### src/rtl/conv_ctrl_pkg.sv
// Shared types and elaboration helpers for the convolution window sequencer.
// CONV_SEQ_ZERO_PAD_EN selects "same" padding (output map matches input map).
package conv_ctrl_pkg;

  typedef enum logic [1:0] {
    IDLE     = 2'd0,
    FETCH    = 2'd1,
    WAIT_OUT = 2'd2,
    DONE     = 2'd3
  } state_t;

`ifdef CONV_SEQ_ZERO_PAD_EN
  localparam bit ZERO_PAD = 1'b1;
`else
  localparam bit ZERO_PAD = 1'b0;
`endif

  function automatic int pad_of(int k);
    return ZERO_PAD ? (k - 1) / 2 : 0;
  endfunction

  // Padding of (k-1)/2 on each side restores the full input dimension.
  function automatic int out_dim(int img, int k);
    return img - k + 1 + 2 * pad_of(k);
  endfunction

  function automatic int tap_count(int k);
    return k * k;
  endfunction

  function automatic int idx_width(int k);
    return (k > 1) ? $clog2(k) : 1;
  endfunction

endpackage

### src/rtl/tap_counter.sv
// Nested kernel-row/kernel-column tap counter with clear/enable and last-tap flag.
// Exposes next-state values so the parent can register its outputs from them.
module tap_counter #(
  parameter int K  = 3,
  parameter int KW = 2
) (
  input  logic          clk,
  input  logic          reset,
  input  logic          clr,
  input  logic          en,
  output logic [KW-1:0] kr_d,
  output logic [KW-1:0] kc_d,
  output logic          last
);

  localparam logic [KW-1:0] KMAX = KW'(K - 1);

  logic [KW-1:0] kr_q, kc_q;

  assign last = (kr_q == KMAX) && (kc_q == KMAX);

  always_comb begin
    kr_d = kr_q;
    kc_d = kc_q;
    if (clr) begin
      kr_d = '0;
      kc_d = '0;
    end else if (en) begin
      if (kc_q == KMAX) begin
        kc_d = '0;
        kr_d = (kr_q == KMAX) ? '0 : kr_q + 1'b1;
      end else begin
        kc_d = kc_q + 1'b1;
      end
    end
  end

  always_ff @(posedge clk or posedge reset) begin
    if (reset) begin
      kr_q <= '0;
      kc_q <= '0;
    end else begin
      kr_q <= kr_d;
      kc_q <= kc_d;
    end
  end

endmodule

### src/rtl/conv_window_sequencer.sv
// Walks kernel taps per output pixel and hands each pixel off with valid/ready.
// CONV_SEQ_ZERO_PAD_EN enables "same" padding with out-of-map taps flagged as pad.
//   state    | meaning
//   IDLE     | waiting for start
//   FETCH    | one tap read per cycle
//   WAIT_OUT | result presented, waiting for out_ready
//   DONE     | one-cycle done pulse
module conv_window_sequencer
  import conv_ctrl_pkg::*;
#(
  parameter int IMG_WIDTH   = 28,
  parameter int IMG_HEIGHT  = 28,
  parameter int KERNAL_SIZE = 3,
  parameter int ADDR_WIDTH  = 10,
  parameter int COORD_WIDTH = 5
) (
  input  logic                     clk,
  input  logic                     reset,
  input  logic                     start,
  output logic                     layer_active,
  output logic                     rd_en,
  output logic [ADDR_WIDTH-1:0]    rd_addr,
  output logic [2*KERNAL_SIZE-1:0] tap_idx,
  output logic                     tap_first,
  output logic                     tap_last,
  output logic                     pad_tap,
  output logic                     out_valid,
  input  logic                     out_ready,
  output logic [COORD_WIDTH-1:0]   out_row,
  output logic [COORD_WIDTH-1:0]   out_col,
  output logic                     done
);

  localparam int OUT_W = out_dim(IMG_WIDTH, KERNAL_SIZE);
  localparam int OUT_H = out_dim(IMG_HEIGHT, KERNAL_SIZE);
  localparam int PAD   = pad_of(KERNAL_SIZE);
  localparam int TAPS  = tap_count(KERNAL_SIZE);
  localparam int KW    = idx_width(KERNAL_SIZE);
  localparam int TW    = 2 * KERNAL_SIZE;
  localparam int TRW   = ((COORD_WIDTH > KW) ? COORD_WIDTH : KW) + 1;

  state_t                 state_q, state_d;
  logic [COORD_WIDTH-1:0] row_q, row_d, col_q, col_d;
  logic                   tap_clr, tap_en, tap_wrap;
  logic [KW-1:0]          kr_nxt, kc_nxt;

  tap_counter #(.K(KERNAL_SIZE), .KW(KW)) u_tap_counter (
    .clk   (clk),
    .reset (reset),
    .clr   (tap_clr),
    .en    (tap_en),
    .kr_d  (kr_nxt),
    .kc_d  (kc_nxt),
    .last  (tap_wrap)
  );

  always_comb begin
    state_d = state_q;
    row_d   = row_q;
    col_d   = col_q;
    tap_clr = 1'b0;
    tap_en  = 1'b0;
    case (state_q)
      IDLE: begin
        if (start) begin
          state_d = FETCH;
          row_d   = '0;
          col_d   = '0;
          tap_clr = 1'b1;
        end
      end
      FETCH: begin
        tap_en = 1'b1;
        if (tap_wrap) state_d = WAIT_OUT;
      end
      WAIT_OUT: begin
        if (out_ready) begin
          tap_clr = 1'b1;
          if (row_q == COORD_WIDTH'(OUT_H - 1) && col_q == COORD_WIDTH'(OUT_W - 1)) begin
            state_d = DONE;
          end else begin
            state_d = FETCH;
            if (col_q == COORD_WIDTH'(OUT_W - 1)) begin
              col_d = '0;
              row_d = row_q + 1'b1;
            end else begin
              col_d = col_q + 1'b1;
            end
          end
        end
      end
      default: state_d = IDLE;
    endcase
  end

  logic                     fetch_d, oob;
  logic [TRW-1:0]           tr, tc, ar, ac;
  logic [TW-1:0]            idx;
  logic                     layer_active_d, rd_en_d, tap_first_d, tap_last_d, pad_tap_d;
  logic                     out_valid_d, done_d;
  logic [ADDR_WIDTH-1:0]    rd_addr_d;
  logic [TW-1:0]            tap_idx_d;
  logic [COORD_WIDTH-1:0]   out_row_d, out_col_d;

  // Outputs are computed from next-state values so they can be registered
  // without adding a cycle of latency.
  always_comb begin
    fetch_d = (state_d == FETCH);
    tr      = TRW'(row_d) + TRW'(kr_nxt);
    tc      = TRW'(col_d) + TRW'(kc_nxt);
`ifdef CONV_SEQ_ZERO_PAD_EN
    oob = (tr < TRW'(PAD)) || (tr >= TRW'(IMG_HEIGHT + PAD)) ||
          (tc < TRW'(PAD)) || (tc >= TRW'(IMG_WIDTH + PAD));
`else
    oob = 1'b0;
`endif
    ar  = tr - TRW'(PAD);
    ac  = tc - TRW'(PAD);
    idx = TW'(kr_nxt) * TW'(KERNAL_SIZE) + TW'(kc_nxt);

    layer_active_d = (state_d != IDLE);
    rd_en_d        = fetch_d && !oob;
    rd_addr_d      = rd_en_d ? ADDR_WIDTH'(ar) * ADDR_WIDTH'(IMG_WIDTH) + ADDR_WIDTH'(ac) : '0;
    tap_idx_d      = fetch_d ? idx : '0;
    tap_first_d    = fetch_d && (idx == '0);
    tap_last_d     = fetch_d && (idx == TW'(TAPS - 1));
    pad_tap_d      = fetch_d && oob;
    out_valid_d    = (state_d == WAIT_OUT);
    done_d         = (state_d == DONE);
    out_row_d      = row_d;
    out_col_d      = col_d;
  end

  logic                   layer_active_q, rd_en_q, tap_first_q, tap_last_q, pad_tap_q;
  logic                   out_valid_q, done_q;
  logic [ADDR_WIDTH-1:0]  rd_addr_q;
  logic [TW-1:0]          tap_idx_q;
  logic [COORD_WIDTH-1:0] out_row_q, out_col_q;

  always_ff @(posedge clk or posedge reset) begin
    if (reset) begin
      state_q        <= IDLE;
      row_q          <= '0;
      col_q          <= '0;
      layer_active_q <= 1'b0;
      rd_en_q        <= 1'b0;
      rd_addr_q      <= '0;
      tap_idx_q      <= '0;
      tap_first_q    <= 1'b0;
      tap_last_q     <= 1'b0;
      pad_tap_q      <= 1'b0;
      out_valid_q    <= 1'b0;
      out_row_q      <= '0;
      out_col_q      <= '0;
      done_q         <= 1'b0;
    end else begin
      state_q        <= state_d;
      row_q          <= row_d;
      col_q          <= col_d;
      layer_active_q <= layer_active_d;
      rd_en_q        <= rd_en_d;
      rd_addr_q      <= rd_addr_d;
      tap_idx_q      <= tap_idx_d;
      tap_first_q    <= tap_first_d;
      tap_last_q     <= tap_last_d;
      pad_tap_q      <= pad_tap_d;
      out_valid_q    <= out_valid_d;
      out_row_q      <= out_row_d;
      out_col_q      <= out_col_d;
      done_q         <= done_d;
    end
  end

  assign layer_active = layer_active_q;
  assign rd_en        = rd_en_q;
  assign rd_addr      = rd_addr_q;
  assign tap_idx      = tap_idx_q;
  assign tap_first    = tap_first_q;
  assign tap_last     = tap_last_q;
  assign pad_tap      = pad_tap_q;
  assign out_valid    = out_valid_q;
  assign out_row      = out_row_q;
  assign out_col      = out_col_q;
  assign done         = done_q;

endmodule

### config.mk
export PLATFORM = sky130hd
export DESIGN_NAME = conv_window_sequencer
export DESIGN_NICKNAME = d
export VERILOG_FILES = /design/src/rtl/conv_ctrl_pkg.sv /design/src/rtl/tap_counter.sv /design/src/rtl/conv_window_sequencer.sv
export SDC_FILE = /design/constraint.sdc
export NUM_CORES = 1
export LEC_CHECK = 0
export BUFFER_PORTS_ARGS = -buffer_cell sky130_fd_sc_hd__buf_2
export CAP_MARGIN = 20
export CORE_MARGIN = 3
export CORE_UTILIZATION = 40
export DETAILED_ROUTE_END_ITERATION = 8
export GPL_TIMING_DRIVEN = 0
export PLACE_DENSITY = 0.62
export SLEW_MARGIN = 30
export SYNTH_ARGS = -nofsm -noshare
export SYNTH_HDL_FRONTEND = slang
export SYNTH_SLANG_ARGS = --single-unit
### constraint.sdc
create_clock -name clk -period 6.5 [get_ports clk]
set_input_delay 1.3 -clock clk [delete_from_list [all_inputs] [get_ports clk]]
set_output_delay 1.3 -clock clk [all_outputs]
set_load 0.005 [all_outputs]
**Word level (Yosys, flattened, before mapping)**

Cells that the tools add are included.

- Muxes and demuxes: 28
- $mul: 2
- Reduce and logical (&&, ||, !) cells: 7
- Add/sub/neg operators: 8
- Equality and inequality tests: 10

Operator list:

| kind | count |
|---|---|
| 5-bit two-way mux | 9 |
| 2-bit two-way mux | 11 |
| 5-bit case mux with 2 select lines | 2 |
| 5-bit by 2-bit adder with 6-bit output | 2 |
| 10-bit by 6-bit adder with 10-bit output | 1 |
| 5-bit by 1-bit adder with 5-bit output (second input constant) | 2 |
| 2-bit == test (second input constant) | 5 |
| 5-bit == test (second input constant) | 2 |
| 10-bit two-way mux | 1 |
| 6-bit by 3-bit multiplier with 8-bit output (second input constant) | 1 |
| 6-bit zero test | 1 |
| 2-bit case mux with 3 select lines | 1 |
| 4-bit by 2-bit adder with 5-bit output | 1 |
| 5-bit by 4-bit == test with 1-bit output (second input constant) | 1 |
| 2-bit by 1-bit adder with 2-bit output (second input constant) | 2 |
| 2-bit by 1-bit == test with 1-bit output (second input constant) | 2 |
| 1-bit logical AND | 4 |
| 2-bit by 2-bit multiplier with 4-bit output (second input constant) | 1 |
| 1-bit two-way mux | 3 |
| 2-bit zero test | 1 |
| 1-bit case mux with 2 select lines | 1 |
| 2-bit nonzero test | 1 |

- Bits in registers: 37
- Input port bits: 4
- Output and inout bits: 33
- Word-level logic and storage cells: 68

**Logic depth before layout (Yosys ltp)**

- Word-level depth: 9
- Gate-level depth with buffers: 21
- Mapped depth without buffers: 21

**By module**

Synthesis repeated with hierarchy kept, for this count alone.

- Cell total of the unflattened synthesis: 249
- Area, all modules: 2,467.4 µm²

Modules (own cells, without submodules):

| module | seq. area each (µm²) | area an instance (µm²) | times used | cells each |
|---|---|---|---|---|
| conv_window_sequencer | 800.8 | 2,249.7 | 1 | 230 |
| tap_counter | 100.1 | 217.7 | 1 | 19 |

**Worst setup path before layout**

OpenSTA, ideal clock, no wires.

- Path type: input port to flip-flop
- From: input out_ready
- To: register rd_addr_q[9], in the netlist rd_addr[9]
- Required time: 6.422 ns
- Stages: 16
- Arrival time: 5.071 ns
- Library setup time: 0.078 ns
- Path slack: 1.351 ns
- Buffers on the path: 0
- Path through: nand3b_2 -> nor3_1 -> nor2_1 -> a211oi_1 -> inv_1 -> fa_1 -> xnor2_2 -> fa_1 -> ha_1 -> fa_1 -> a21o_1 -> a21oi_1 -> xnor2_1 -> and2_1 -> a21o_1 -> a21oi_1

- Elaborated cells between the ends (all ways): 16
- Classes of those cells: add/sub (3); mul (1); eq/ne (1); mux (11)

RTL lines:

| item | line | RTL |
|---|---|---|
| start, declared | conv_window_sequencer.sv:28 | `input logic out_ready,` |
| 5-bit two-way mux | conv_window_sequencer.sv:77 | `if (out_ready) begin` |
| 5-bit case mux with 2 select lines | conv_window_sequencer.sv:63 | `case (state_q)` |
| net out_row_d[1] | conv_window_sequencer.sv:103 | `logic [COORD_WIDTH-1:0] out_row_d, out_col_d;` |
| 5-bit by 2-bit adder with 6-bit output | conv_window_sequencer.sv:109 | `tr = TRW'(row_d) + TRW'(kr_nxt);` |
| 6-bit by 3-bit multiplier with 8-bit output | conv_window_sequencer.sv:123 | `rd_addr_d = rd_en_d ? ADDR_WIDTH'(ar) * ADDR_WIDTH'(IMG_WIDTH) + ADDR_WIDTH'(ac) : '0;` |
| 10-bit by 6-bit adder with 10-bit output | conv_window_sequencer.sv:123 |  |
| 10-bit two-way mux | conv_window_sequencer.sv:123 |  |
| net rd_addr_d[9] | conv_window_sequencer.sv:101 | `logic [ADDR_WIDTH-1:0] rd_addr_d;` |
| end signal, assigned | conv_window_sequencer.sv:162 | `rd_addr_q <= rd_addr_d;` |
| end, declared | conv_window_sequencer.sv:136 | `logic [ADDR_WIDTH-1:0] rd_addr_q;` |

The timed path passes the listed nets, and every way through them passes these cells.

**Final worst setup path**

Ends and elaborated chain as after synthesis.

==> metrics <==
Max IR drop VDD between 0.2 and 0.25 mV; WL/cell 13.0 um; r2r startpoint out_col[1]; number of synthesized flops with an enable pin 0; Combinational Power Share 43.1%; Synth Area per Inst 10.1 sq um; CTS Sinks 36; Fillers 544; Max Slew Vio Count 0; setup bufs post-CTS 0; Critical Path RT 6.71 ns; Max H-tree Level 2; Synth area leaders dfrtp_1, ha_1, fa_1, nor2_1, inv_1; routed wire length 4640 um; Tmin final 5.47 ns; Clock Power Share 22.5%; net switching power approximately 0.32 mW; CP startpoint out_ready; Internal around 0.55 mW; largest net degree at the start of global routing 37; pwr/cell area 307 mW/mm^2; Core ar. 0.00571 sq mm; Setup crit end rd_addr[9]; Via-to-Cell Ratio 5.03; crit path max fanout 7; NumNets Final 316; Most used DFF post-synth dfrtp_1; RSZ-0062 raised after global routing false; GPL Wtd Cong a little over 0.8; switching fraction of total power between 30% and 40%; status completed; Hold-fix buffers, CTS 0; dpl hpwl 3690 um; CP Capture Type flop; num rows 27; Tightest Pin Transition about 0.74 ns; register area share after synthesis 36.9%; chip height 84.2 um; Cell Area, Synth 0.00244 sq mm; reg2reg end rd_addr[9]; initial antenna violation count 0; cells on worst reg2reg path 18; Tcrit/Tclk final between 80 and 90%; first-pass GRT wire length 7980 um; slowest library cell on the worst path fa_1; number of routed nets with antenna violations 0; setup TNS 0 ns; Hold WC Path Type reg2reg; most frequent cells in the layout dfrtp_1, buf_2, nor2_1; gr ovfl total 0; area leader, netlist dfrtp_1; top cell type's share of synthesized area 36.9%; Startpoint Class input pin; P&R area growth vs syn 15.3%; Yosys cell types 54; synthesized flop and latch total 36; First-pass DRT Iterations 4; Slew headroom a little over 50%; Synth Instances 241; post_cts resized 0; PortBufs 33; number of global-route vias before repair 1678; Lkg Pwr between 1.5 and 2 nW; Setup Skew 0.00387 ns; crit path DAT 5.67 ns; proportion of layout cells with a drive suffix above 1 23.2%; storage element area approximately 900 sq um; Clock Pin Slew Worst Setup and Hold Paths around 0.070 ns; WS Path Type in2reg; Max Clock Freq roughly 180 MHz; DR vias 1792; Ports 37; most frequent CP cell fa_1; ANT cells 0; Num CTS Buffers 5; Final Hold Fails 0; CTS Buffer Depth 2; share of flip-flops with an asynchronous set or reset 100%; Worst-Skew Late Latency a little under 0.3 ns; root buf cell clkbuf_8; CP max stage delay roughly 0.50 ns; initial drt markers 66; sequential power share 34.4%; Tot GR Track Use between 10 and 15%; Critical Path, Cell by Cell buf_2 > nand3b_2 > nor3_1 > nor2_1 > a211oi_1 > inv_1 > fa_1 > xnor2_2 > fa_1 > ha_1 > fa_1 > a21o_1 > a21oi_1 > xnor2_1 > and2_1 > a21o_1 > a21oi_1; most common cell after layout, fill and taps aside dfrtp_1; maxcap violations 0; initial core utilization 42.8%; CTS tree built; detailed-route DRC error count 0; r2r setup slk about 1.5 ns; Die ar. between 0.007 and 0.008 sq mm; final setup fails 0; YS warnings 0; Die W 84.2 um; final hold slack 0.653 ns; multi-input combinational cell area roughly 0.0014 sq mm
[power groups by stage]
stage,clock network (mW),logic [mW],registers [mW]
6_report,0.194,0.373,0.297
5_1_grt,0.210,0.428,0.304
2_1_floorplan,0,0.271,0.304
3_3_place_gp,0,0.365,0.301
3_5_place_dp,0,0.376,0.302
4_1_cts,0.200,0.379,0.298
[through the flow]
step	utilization (%)	setup WS, ns	instance area, sq um	cells	total power, mW
finish	49.4	1.03	2820	356	0.864
global route	49.4	0.717	2820	356	0.942
CTS	49.4	1.02	2820	356	0.876
detailed placement	47.4	0.742	2710	348	0.678
global placement	47.4	0.779	2710	348	0.667
floorplan	-	1.35	2450	243	0.575
[synthesized netlist by cell type, types with 4 or more instances]
| master | n |
|---|---|
| xor2_1 | 4 |
| ha_1 | 23 |
| nand3_1 | 4 |
| nor2_1 | 31 |
| a21o_1 | 7 |
| a21oi_1 | 11 |
| inv_1 | 23 |
| buf_4 | 4 |
| and3_1 | 4 |
| fa_1 | 6 |
| dfrtp_1 | 36 |
| nor3_1 | 6 |
| nand2_1 | 15 |
| o21ai_0 | 8 |
| xnor2_1 | 9 |
[kinds of logic after synthesis]
logic type | count (synthesis) | share of synthesized area, %
and+or+nand+nor | 83 | 19.5
AOI/OAI and AO/OA | 44 | 13.2
xor gates and xnor gates | 16 | 7.12
muxes | 3 | 1.38
DFF | 36 | 36.9
other | 1 | 0.153
buffers and inverters | 29 | 5.12
adders and majority gates | 29 | 16.7
[cell type report]
type	count	share of cell area, %
multi-input cells	178	50.6
plain buffers	5	1.24
flip-flops and latches	36	32.0
repair buffers	33	5.86
well taps	72	3.20
inverters	24	3.20
clock inverters	3	1.51
clock buffers	5	2.44
[worst max-delay path: cells and delay by family]
kind | cells | cell delay, ns
adders and majority gates | 4 | 1.68
and+or+nand+nor | 4 | 0.91
buffers and inverters | 2 | 0.28
xor gates and xnor gates | 2 | 0.47
AOI/OAI and AO/OA | 5 | 1.05
[sequential cells by signal, summed over array words and instances, names as in the netlist]
signal,count
rd_addr,10
out_col,5
out_row,5
tap_idx,4
state_q,2
u_tap_counter.kc_q,2
u_tap_counter.kr_q,2
done,1
layer_active,1
out_valid,1
rd_en,1
tap_first,1
tap_last,1
[worst min path at each step]
| stage | depth (start not counted) | end | slack (ns) | startpoint |
|---|---|---|---|---|
| after floorplan | 1 | out_col[0] | 0.58 | out_col[0] |
| after global placement | 1 | out_col[0] | 0.63 | out_col[0] |
| after detailed placement | 1 | out_col[2] | 0.65 | out_col[2] |
| after CTS | 1 | out_col[2] | 0.66 | out_col[2] |
| after global routing | 1 | out_col[2] | 0.70 | out_col[2] |
| final | 1 | out_col[2] | 0.65 | out_col[2] |
[metal layers]
layer / vias to the layer above / share of wire (%) / global-route usage (%)
met3: 7 / 3.4 / 3.43
met4: 0 / 1.2 / 3.51
met1: 857 / 47 / 18.6
met5: - / 0 / 0
met2: 24 / 48 / 22.6
li1: 904 / - / -
Note: power is estimated with default switching activity, not from simulation.
